### src/rtl/ncpu32k_ifq_if.sv
// rtl/ncpu32k_ifq_if.sv - IFU-to-queue and queue-to-decode handshake bundle
interface ncpu32k_ifq_if #(
  parameter int AW = 32,
  parameter int IW = 32
);
  // IFU side
  logic          ifu_valid;
  logic          ifu_ready;
  logic [IW-1:0] ifu_insn;
  logic [AW-1:0] ifu_pc;
  logic          ifu_EITM;
  logic          ifu_EIPF;

  // Decode side
  logic          idu_valid;
  logic          idu_ready;
  logic [IW-1:0] idu_insn;
  logic [AW-1:0] idu_pc;
  logic          idu_EITM;
  logic          idu_EIPF;
  logic          idu_EIRQ;

  // Environment view: IFU producer plus decode consumer
  modport master (
    output ifu_valid, ifu_insn, ifu_pc, ifu_EITM, ifu_EIPF, idu_ready,
    input  ifu_ready, idu_valid, idu_insn, idu_pc, idu_EITM, idu_EIPF, idu_EIRQ
  );

  // Queue view
  modport slave (
    input  ifu_valid, ifu_insn, ifu_pc, ifu_EITM, ifu_EIPF, idu_ready,
    output ifu_ready, idu_valid, idu_insn, idu_pc, idu_EITM, idu_EIPF, idu_EIRQ
  );
endinterface

### src/rtl/ncpu32k_ifq.sv
// rtl/ncpu32k_ifq.sv - instruction fetch queue between IFU and decode
module ncpu32k_ifq #(
  parameter int DEPTH = 4,
  parameter int AW    = 32,
  parameter int IW    = 32
) (
  input  logic                     clk,
  input  logic                     rst_n,
  input  logic                     flush,
  input  logic                     irq_sync,
  ncpu32k_ifq_if.slave             bus,
  output logic [$clog2(DEPTH):0]   ifq_count
);

  localparam int PW = $clog2(DEPTH);
  localparam int CW = PW + 1;

  typedef struct packed {
    logic [IW-1:0] insn;
    logic [AW-1:0] pc;
    logic          eitm;
    logic          eipf;
  } entry_t;

  entry_t        mem [DEPTH];
  entry_t        head;
  logic [PW-1:0] wp;
  logic [PW-1:0] rp;
  logic [CW-1:0] cnt;
  logic          push;
  logic          pop;

  // Ready depends only on registered occupancy, never on idu_ready
  assign bus.ifu_ready = (cnt != CW'(DEPTH));
  assign bus.idu_valid = (cnt != '0);

  assign push = bus.ifu_valid & bus.ifu_ready & ~flush;
  assign pop  = bus.idu_valid & bus.idu_ready & ~flush;

  // Pointer and occupancy update; flush wins over push/pop
  always_ff @(posedge clk or negedge rst_n) begin
    if (!rst_n) begin
      wp  <= '0;
      rp  <= '0;
      cnt <= '0;
    end else if (flush) begin
      wp  <= '0;
      rp  <= '0;
      cnt <= '0;
    end else begin
      if (push) wp <= wp + PW'(1);
      if (pop)  rp <= rp + PW'(1);
      case ({push, pop})
        2'b10:   cnt <= cnt + CW'(1);
        2'b01:   cnt <= cnt - CW'(1);
        default: cnt <= cnt;
      endcase
    end
  end

  // Entry storage; contents survive flush and reset, only pointers move
  always_ff @(posedge clk) begin
    if (push) begin
      mem[wp] <= '{insn: bus.ifu_insn, pc: bus.ifu_pc,
                   eitm: bus.ifu_EITM, eipf: bus.ifu_EIPF};
    end
  end

  // Head is masked to zero when empty so decode sees a NOP
  always_comb begin
    head = '0;
    if (bus.idu_valid) head = mem[rp];
  end

  assign bus.idu_insn = head.insn;
  assign bus.idu_pc   = head.pc;
  assign bus.idu_EITM = head.eitm;
  assign bus.idu_EIPF = head.eipf;
  assign bus.idu_EIRQ = irq_sync & bus.idu_valid;
  assign ifq_count    = cnt;

`ifdef NCPU_ENABLE_ASSERT
  a_cnt_range:  assert property (@(posedge clk) disable iff (!rst_n) cnt <= CW'(DEPTH));
  a_no_ovf:     assert property (@(posedge clk) disable iff (!rst_n) push |-> (cnt != CW'(DEPTH)));
  a_no_udf:     assert property (@(posedge clk) disable iff (!rst_n) pop |-> (cnt != '0));
  a_depth_pow2: assert property (@(posedge clk) ((DEPTH & (DEPTH - 1)) == 0) && (DEPTH >= 2));
`endif

endmodule
### src/flat_wrapper.sv
// flat-port wrapper written by rule: the top's interface ports become plain ports
module ncpu32k_ifq_flat 
#(
  parameter int DEPTH = 4,
  parameter int AW    = 32,
  parameter int IW    = 32
)
  (clk, rst_n, flush, irq_sync, ifq_count, bus_ifu_valid, bus_ifu_insn, bus_ifu_pc, bus_ifu_EITM, bus_ifu_EIPF, bus_idu_ready, bus_ifu_ready, bus_idu_valid, bus_idu_insn, bus_idu_pc, bus_idu_EITM, bus_idu_EIPF, bus_idu_EIRQ);
  ncpu32k_ifq_if #(.AW(AW), .IW(IW)) bus_i ();
  input  logic clk;
  input  logic rst_n;
  input  logic flush;
  input  logic irq_sync;
  output logic [$clog2(DEPTH):0] ifq_count;
  input wire logic [$bits(bus_i.ifu_valid)-1:0] bus_ifu_valid;
  input wire logic [$bits(bus_i.ifu_insn)-1:0] bus_ifu_insn;
  input wire logic [$bits(bus_i.ifu_pc)-1:0] bus_ifu_pc;
  input wire logic [$bits(bus_i.ifu_EITM)-1:0] bus_ifu_EITM;
  input wire logic [$bits(bus_i.ifu_EIPF)-1:0] bus_ifu_EIPF;
  input wire logic [$bits(bus_i.idu_ready)-1:0] bus_idu_ready;
  output wire logic [$bits(bus_i.ifu_ready)-1:0] bus_ifu_ready;
  output wire logic [$bits(bus_i.idu_valid)-1:0] bus_idu_valid;
  output wire logic [$bits(bus_i.idu_insn)-1:0] bus_idu_insn;
  output wire logic [$bits(bus_i.idu_pc)-1:0] bus_idu_pc;
  output wire logic [$bits(bus_i.idu_EITM)-1:0] bus_idu_EITM;
  output wire logic [$bits(bus_i.idu_EIPF)-1:0] bus_idu_EIPF;
  output wire logic [$bits(bus_i.idu_EIRQ)-1:0] bus_idu_EIRQ;
  assign bus_i.ifu_valid = bus_ifu_valid;
  assign bus_i.ifu_insn = bus_ifu_insn;
  assign bus_i.ifu_pc = bus_ifu_pc;
  assign bus_i.ifu_EITM = bus_ifu_EITM;
  assign bus_i.ifu_EIPF = bus_ifu_EIPF;
  assign bus_i.idu_ready = bus_idu_ready;
  assign bus_ifu_ready = bus_i.ifu_ready;
  assign bus_idu_valid = bus_i.idu_valid;
  assign bus_idu_insn = bus_i.idu_insn;
  assign bus_idu_pc = bus_i.idu_pc;
  assign bus_idu_EITM = bus_i.idu_EITM;
  assign bus_idu_EIPF = bus_i.idu_EIPF;
  assign bus_idu_EIRQ = bus_i.idu_EIRQ;
  ncpu32k_ifq #(.DEPTH(DEPTH), .AW(AW), .IW(IW)) u_core (.clk(clk), .rst_n(rst_n), .flush(flush), .irq_sync(irq_sync), .bus(bus_i), .ifq_count(ifq_count));
endmodule
### config.mk
export PLATFORM = sky130hd
export DESIGN_NAME = ncpu32k_ifq_flat
export DESIGN_NICKNAME = d
export VERILOG_FILES = /design/src/rtl/ncpu32k_ifq_if.sv /design/src/rtl/ncpu32k_ifq.sv /design/src/flat_wrapper.sv
export SDC_FILE = /design/constraint.sdc
export NUM_CORES = 1
export LEC_CHECK = 0
export ABC_AREA = 1
export CORE_MARGIN = 4
export CORE_UTILIZATION = 60
export CTS_BUF_LIST = sky130_fd_sc_hd__clkbuf_8
export DETAILED_ROUTE_END_ITERATION = 8
export MAX_ROUTING_LAYER = met4
export PLACE_DENSITY_LB_ADDON = 0.05
export SYNTH_ARGS = -nofsm -noshare
export SYNTH_HDL_FRONTEND = slang
export SYNTH_SLANG_ARGS = --single-unit
### constraint.sdc
create_clock -name clk -period 10.3 [get_ports clk]
set_clock_uncertainty 0.15 [all_clocks]
set_input_delay 1.545 -clock clk [delete_from_list [all_inputs] [get_ports clk]]
set_output_delay 1.545 -clock clk [all_outputs]
set_load 0.05 [all_outputs]
# --- Word level (Yosys, flattened, before mapping) ---
# Memories as Yosys holds them, arrays and structs flattened.
# Cells that the tools add are included.
totals:
  reg_bits: 7
  ramBits: 264
  input_bits: 72
  out_inout_bits: 72
  word_cells: 30
  n_memories: 1
memory_table:
  columns: ["name", "depth", "width", "rd", "rd_ports_with_merged_regs", "write_ports", "line_no", "source"]
  rows:
  - ["u_core.mem", 4, 66, 1, 0, 1, "ncpu32k_ifq.sv:25", "entry_t mem [DEPTH];"]
classes:
  addsub: 4
  eq_ne: 3
  muxes: 9
  bitwise_logic: 6
  reduce_logical: 4
op_table:
  columns: ["operator", "count"]
  rows:
  - ["66-bit two-way mux", 1]
  - ["2-bit two-way mux", 4]
  - ["3-bit one-hot mux with 2 select lines", 1]
  - ["3-bit nonzero test", 2]
  - ["1-bit AND", 5]
  - ["2-bit by 1-bit adder with 2-bit output, second input constant", 2]
  - ["2-bit nonzero test", 2]
  - ["3-bit by 1-bit adder with 3-bit output, second input constant", 1]
  - ["3-bit two-way mux", 1]
  - ["3-bit != test, second input constant", 1]
  - ["3-bit by 1-bit subtractor with 3-bit output, second input constant", 1]
  - ["2-bit by 1-bit == test with 1-bit output, second input constant", 1]
  - ["2-bit == test, second input constant", 1]
  - ["1-bit two-way mux", 2]
  - ["1-bit inverter", 1]

# --- Depth between registers and ports, before layout ---
# Gate-level depths: netlist (run 1).
depth:
  depth_word: 6
  ltp_mapped: 12
  ltp_nobuf: 12

# --- Worst setup path before layout (run 1) ---
# No wires, ideal clock.
synth_timing:
  kind: "input -> register"
  start: "in bus_ifu_valid"
  end: "mem u_core.mem[0][0] in the netlist's numbering, enable pin"
  setup_ns: 0.490
  arrival_ns: 4.617
  required_ns: 9.660
  slack_ns: 5.043
  cell_stages: 4
  n_path_buf: 0
  cell_sequence: "nand2_2 -> nor2_1 -> inv_1 -> nor2_1"
synth_via:
  elab_chain_len: 4
synth_lines:
  columns: ["element", "line_no", "source"]
  rows:
  - ["start, declared", "flat_wrapper.sv:15", "input wire logic [$bits(bus_i.ifu_valid)-1:0] bus_ifu_valid;"]
  - ["1-bit AND (2 in series)", "ncpu32k_ifq.sv:37", "assign push = bus.ifu_valid & bus.ifu_ready & ~flush;"]
  - ["1-bit two-way mux", "ncpu32k_ifq.sv:63", "if (push) begin"]
  - ["1-bit two-way mux (implied by the code)", "ncpu32k_ifq.sv:64", "mem[wp] <= '{insn: bus.ifu_insn, pc: bus.ifu_pc,"]
  - ["end, declared", "ncpu32k_ifq.sv:25", null]
# No other way between the ends.

# --- Worst setup path in the final report (run 1) ---
layout_timing:
  start: "reg u_core.rp[0]"
  end: "out bus_idu_pc[28]"
layout_via:
  elab_chain_len: 2
layout_lines:
  columns: ["element", "line_no", "source"]
  rows:
  - ["start, declared", "ncpu32k_ifq.sv:28", "logic [PW-1:0] rp;"]
  - ["start signal, assigned", "ncpu32k_ifq.sv:52", "if (pop) rp <= rp + PW'(1);"]
  - ["memory 4 x 66 bit", null, null]
  - ["66-bit two-way mux", "ncpu32k_ifq.sv:72", "if (bus.idu_valid) head = mem[rp];"]
  - ["end, declared", "flat_wrapper.sv:24", "output wire logic [$bits(bus_i.idu_pc)-1:0] bus_idu_pc;"]
# No other way between the ends.

==> results.json, run 1 <==
{
  "outcome": "completed",
  "clkSlewWorstSetupHoldPaths_ns": 0.07,
  "slew_headroom_pct": 13.7,
  "start_kind": "flop",
  "period_share_pct": 52.5,
  "crit_fanout": 133,
  "cp.buffers_inverters": 2,
  "syn-num-nets": 921,
  "die_x_um": 141,
  "max_cap_violations": 0,
  "hold_buffers": 0,
  "layout_common_cells": "nor2_1 (266), edfxtp_1 (264), clkdlybuf4s50_1 (143)",
  "finalHoldViolations": 0,
  "start_util_pct": 61.5,
  "setup_tns_ns": 0,
  "areaGrowthSynthToFinish_pct": 21.3,
  "power_uw": 3640,
  "r2r_start": "u_core.ifq_count[0]$_DFFE_PN0P_",
  "grtUsageTotal_pct": 23.4,
  "synth.distinct_cells": 23,
  "criticalPathCategory": "flop to primary output",
  "numPortBuffers": 143,
  "rsz0062_at_grt": "false",
  "multi_input_area_sq_um": 2270,
  "place_ws_ns": 5.47,
  "r2r-end": "u_core.mem[2][50]$_DFFE_PP_",
  "cts_buffers": 41,
  "arrival_ns": 3.71,
  "regArea_sq_um": 8110,
  "diodes": 0,
  "antenna_found_initial": 0,
  "initialDrtViolationCount": 585,
  "vias_per_cell": 5.59,
  "final_cell_area_sq_um": 13000,
  "synth-seq-cells": 271,
  "cts_tree": "built",
  "drv_slew": 0,
  "critPathCapture": "bus_idu_pc[28]",
  "dr_total_vias": 6972,
  "dp.final_hpwl_um": 12800,
  "worst_slack_ns": 4.89,
  "holdWs_ns": 0.469,
  "async_reset_ff_share_pct": 2.58,
  "grt_max_degree": 134,
  "finalCriticalPeriod_ns": 5.41,
  "synth.avg_cell_area_sq_um": 12.6,
  "fillCellCount": 1102,
  "yosysWarnings": 0,
  "io_pins": 144,
  "synth-edff-count": 264,
  "reg2regPathDepth": 7,
  "first_pass_iters": 7,
  "cp_cell_sequence": "inv_4 > o21ai_0 > a21oi_1 > clkdlybuf4s50_1",
  "grt_overflow": 0,
  "worst-path-stages": 4,
  "cts_resized": 0,
  "startpoint": "u_core.rp[0]$_DFFE_PN0P_",
  "coreArea_sq_um": 17400,
  "yosys_most_used_dff": "edfxtp_1",
  "detail-route-antenna-nets": 0,
  "leakagePower_uw": 0.00444,
  "cts_buffer_depth": 3,
  "setup_viol": 0,
  "fmax_mhz": 185,
  "die_y_um": 141,
  "wl_per_cell_um": 18.3,
  "postCtsSetupRepairBufs": 0,
  "cts_sinks": 271,
  "drive_gt1_share_pct": 7.43,
  "cts_root_buf": "clkbuf_8",
  "gp_routability_congestion": 0.848,
  "tightest_slew_ns": 1.29,
  "p_per_area_nw_per_um2": 281,
  "h-tree-depth": 2,
  "routed_wl_um": 22800,
  "drc": 0,
  "required_ns": 8.61,
  "final_nets": 1068,
  "max_stage_delay_ns": 0.94,
  "netlist_instances": 844,
  "syn_area_sq_um": 10700,
  "ir_drop_mv": 0.230,
  "hp-class": "flop to flop",
  "dieArea_sq_um": 20000,
  "placed_cell_area_sq_um": 12200,
  "fp-row-count": 48,
  "yosysSeqAreaShare_pct": 75.9,
  "clkLatencyLatePin_ns": 0.52,
  "slowest_stage": "inv_4",
  "grt_pass1_wl_um": 35700,
  "final_common_cell": "nor2_1",
  "ff2ff_setup_slack_ns": 7.13,
  "first_global_vias": 7067,
  "worst_setup_path_end_kind": "primary output",
  "crit_family": "buffers and inverters"
}
-- sequential cells by signal (all words and copies together) (netlist names) --
register          cells
u_core.ifq_count      3
u_core.mem          264
u_core.rp             2
u_core.wp             2
-- synth_stat cells (6+ instances only) --
| master | n | area [sq um] |
|---|---|---|
| nor2_1 | 270 | 1010 |
| clkbuf_1 | 11 | 41.3 |
| nand2_1 | 18 | 67.6 |
| inv_1 | 10 | 37.5 |
| o21ai_1 | 70 | 350 |
| clkbuf_2 | 6 | 30.0 |
| dfrtp_1 | 7 | 175 |
| edfxtp_1 | 264 | 7930 |
| o21ai_0 | 66 | 330 |
| buf_4 | 9 | 67.6 |
| a21oi_1 | 69 | 345 |
| buf_2 | 18 | 90.1 |
-- layout make-up --
type	count	share of cell area [%]
flip-flops and latches	271	62.6
well taps	225	2.17
inverters	15	0.454
clock buffers	43	4.57
repair buffers	154	11.7
multi-input cells	508	17.5
clock inverters	32	0.995
-- power by group --
part	internal, uW	leakage (uW)	switching (uW)
registers	1280	0.00249	43.7
clock network	387	0.000416	382
logic	444	0.00154	1100
total	2110	0.00444	1530
-- logic make-up after synthesis --
| kind of cell | count (synthesis) | share of synthesized area (%) |
|---|---|---|
| AO/OA/AOI/OAI | 206 | 9.68 |
| XOR/XNOR | 1 | 0.0820 |
| adder cells (fa/ha/maj) | 5 | 0.656 |
| buffers and inverters | 65 | 3.12 |
| flip-flops | 271 | 75.9 |
| AND/OR/NAND/NOR | 296 | 10.6 |
-- layer usage --
metal | wire length (um) | global-route usage (%) | share of wire [%]
met5 | 0 | - | 0
met4 | 534 | 8.69 | 2.3
met3 | 1800 | 4.08 | 7.9
met2 | 11400 | 38.1 | 50
met1 | 9060 | 29.9 | 40
-- stage by stage --
step,std cells,utilization (%)
floorplan,844,-
global placement,1173,70.5
detailed placement,1173,70.5
CTS,1248,74.6
global route,1248,74.6
finish,1248,74.6
-- worst min path at each step --
stage	startpoint	end	slack (ns)	cells past startpoint
4_1_cts	u_core.ifq_count[1]$_DFFE_PN0P_	u_core.ifq_count[1]$_DFFE_PN0P_	0.47	2
2_1_floorplan	u_core.wp[1]$_DFFE_PN0P_	u_core.wp[1]$_DFFE_PN0P_	0.43	2
5_1_grt	u_core.ifq_count[0]$_DFFE_PN0P_	u_core.ifq_count[0]$_DFFE_PN0P_	0.50	1
6_report	u_core.ifq_count[0]$_DFFE_PN0P_	u_core.ifq_count[0]$_DFFE_PN0P_	0.47	1
3_5_place_dp	u_core.ifq_count[1]$_DFFE_PN0P_	u_core.ifq_count[1]$_DFFE_PN0P_	0.44	2
3_3_place_gp	u_core.ifq_count[1]$_DFFE_PN0P_	u_core.ifq_count[1]$_DFFE_PN0P_	0.42	2
No activity file was read; power rests on OpenSTA's default activity.
==> run 2: changes to the inputs <==
--- a/config.mk
+++ b/config.mk
@@ -7,7 +7,7 @@
 export LEC_CHECK = 0
 export ABC_AREA = 1
 export CORE_MARGIN = 4
-export CORE_UTILIZATION = 60
+export CORE_UTILIZATION = 57
 export CTS_BUF_LIST = sky130_fd_sc_hd__clkbuf_8
 export DETAILED_ROUTE_END_ITERATION = 8
 export MAX_ROUTING_LAYER = met4
==> constraint.sdc (replaced) <==
create_clock -name clk -period 5.45 [get_ports clk]
set_clock_uncertainty 0.15 [all_clocks]
set_input_delay 0.8175 -clock clk [delete_from_list [all_inputs] [get_ports clk]]
set_output_delay 0.8175 -clock clk [all_outputs]
set_load 0.05 [all_outputs]
==> results.json, run 2 (synthesis results as in run 1) <==
{
  "grtUsageTotal_pct": 23.0,
  "hold_buffers": 0,
  "areaGrowthSynthToFinish_pct": 21.9,
  "met2_usage_pct": 37.4,
  "coreArea_sq_um": 18200,
  "cts_sinks": 271,
  "detail-route-antenna-nets": 0,
  "cts_resized": 0,
  "place_ws_ns": 1.40,
  "gp_routability_congestion": 0.802,
  "fp-row-count": 49,
  "cts_buffer_depth": 3,
  "worst_setup_path_end_kind": "primary output",
  "numPortBuffers": 143,
  "drv_slew": 0,
  "regMostFlops": "u_core.mem",
  "postCtsSetupRepairBufs": 0,
  "first_pass_iters": 5,
  "max_cap_violations": 0,
  "worst_slack_ns": 0.851,
  "required_ns": 4.48,
  "initialDrtViolationCount": 475,
  "dr_total_vias": 6937,
  "wl_per_cell_um": 18.7,
  "grt_overflow": 0,
  "largest_register_ffs": 264,
  "drive_gt1_share_pct": 7.80,
  "start_kind": "flop",
  "max_stage_delay_ns": 0.85,
  "finalHoldViolations": 0,
  "cts_root_buf": "clkbuf_8",
  "dp.final_hpwl_um": 13100,
  "drc": 0,
  "rsz0062_at_grt": "false",
  "antenna_found_initial": 1,
  "vias_per_cell": 5.52,
  "dp_cells": 1180,
  "busiest_layer": "met2",
  "layout_common_cells": "nor2_1 (266), edfxtp_1 (264), clkdlybuf4s50_1 (143)",
  "grt_pass1_wl_um": 36200,
  "fillCellCount": 1228,
  "clkSlewWorstSetupHoldPaths_ns": 0.06,
  "grt_max_degree": 74,
  "grt_util_met1_pct": 29.9,
  "io_pins": 144,
  "tightest_slew_ns": 1.11,
  "leakagePower_uw": 0.00447,
  "criticalPathCategory": "flop to primary output",
  "setup_tns_ns": 0,
  "finalNonFillerCells": 1256,
  "finalCriticalPeriod_ns": 4.60,
  "outcome": "completed",
  "placed_cell_area_sq_um": 12300,
  "crit_fanout": 73,
  "die_y_um": 145,
  "routed_wl_um": 23500,
  "p_per_area_nw_per_um2": 535,
  "slowest_stage": "clkdlybuf4s50_1",
  "slew_headroom_pct": 25.6,
  "use_met3_pct": 5.06,
  "final_common_cell": "nor2_1",
  "cts_tree": "built",
  "first_global_vias": 7009,
  "hp-class": "input port to async pin",
  "h-tree-depth": 2,
  "final_nets": 1074,
  "clkLatencyLatePin_ns": 0.53,
  "cts_buffers": 44,
  "setup_viol": 0,
  "period_share_pct": 84.4,
  "die_x_um": 145,
  "final_cell_area_sq_um": 13000,
  "arrival_ns": 3.63,
  "ir_drop_mv": 0.554,
  "dieArea_sq_um": 21000,
  "fmax_mhz": 217,
  "holdWs_ns": 0.400,
  "start_util_pct": 58.6,
  "cp_cell_sequence": "inv_4 > buf_4 > o21ai_0 > a21oi_1 > clkdlybuf4s50_1"
}
-- run 2: cell types whose count changed in the layout (fill, tap and decap cells not counted), moves of 3 or more --
cell,before,now
buf_4,11,14
clkbuf_8,43,46
clkinv_1,14,10
clkinv_2,4,1
inv_1,23,26
-- run 2: power by group --
part	switching (uW)	internal (uW)	total (uW)
clock	744	774	1520
combinational	2080	853	2930
sequential	96.4	2420	2520
total	2920	4050	6960
-- run 2: metal layers --
layer,routed length (um),up-vias
li1,-,3295
met1,9890,3380
met2,11800,234
met3,1540,28
met4,316,0
met5,0,-
-- run 2: cell type report --
class / count / area, sq um / share of cell area [%]
flip-flops and latches: 271 / 8110 / 62.3
multi-input cells: 508 / 2270 / 17.5
repair buffers: 157 / 1540 / 11.8
clock buffers: 46 / 633 / 4.86
well taps: 229 / 287 / 2.20
clock inverters: 29 / 118 / 0.904
inverters: 15 / 58.8 / 0.452
diodes: 1 / 2.50 / 0.0192
-- run 2: path summary, 6_finish.rpt --
kind | start | end | cells past startpoint | slack (ns)
worst max-delay path | u_core.rp[0]$_DFFE_PN0P_ | bus_idu_pc[21] | 5 | 0.85
worst min-delay path | rst_n | u_core.rp[0]$_DFFE_PN0P_ | 1 | 0.40
worst min register to register | u_core.ifq_count[1]$_DFFE_PN0P_ | u_core.ifq_count[1]$_DFFE_PN0P_ | 2 | 0.46
max in group asynchronous | rst_n | u_core.rp[0]$_DFFE_PN0P_ | 1 | 4.47
worst max register to register | u_core.ifq_count[0]$_DFFE_PN0P_ | u_core.mem[3][15]$_DFFE_PP_ | 7 | 2.55
min in group clk | u_core.ifq_count[1]$_DFFE_PN0P_ | u_core.ifq_count[1]$_DFFE_PN0P_ | 2 | 0.46
-- run 2: metrics by stage --
step	utilization (%)	power [uW]
final	71.5	6960
after global routing	71.5	7280
after CTS	71.5	7020
after detailed placement	67.3	5500
after global placement	67.3	5460
after floorplan	-	4540
-- run 2: worst max-delay path: cells and delay by family (launching register included) --
family                 cells  cell delay (ns)
DFF                        1             0.76
buffers and inverters      3             1.87
AOI/OAI and AO/OA          2             0.42
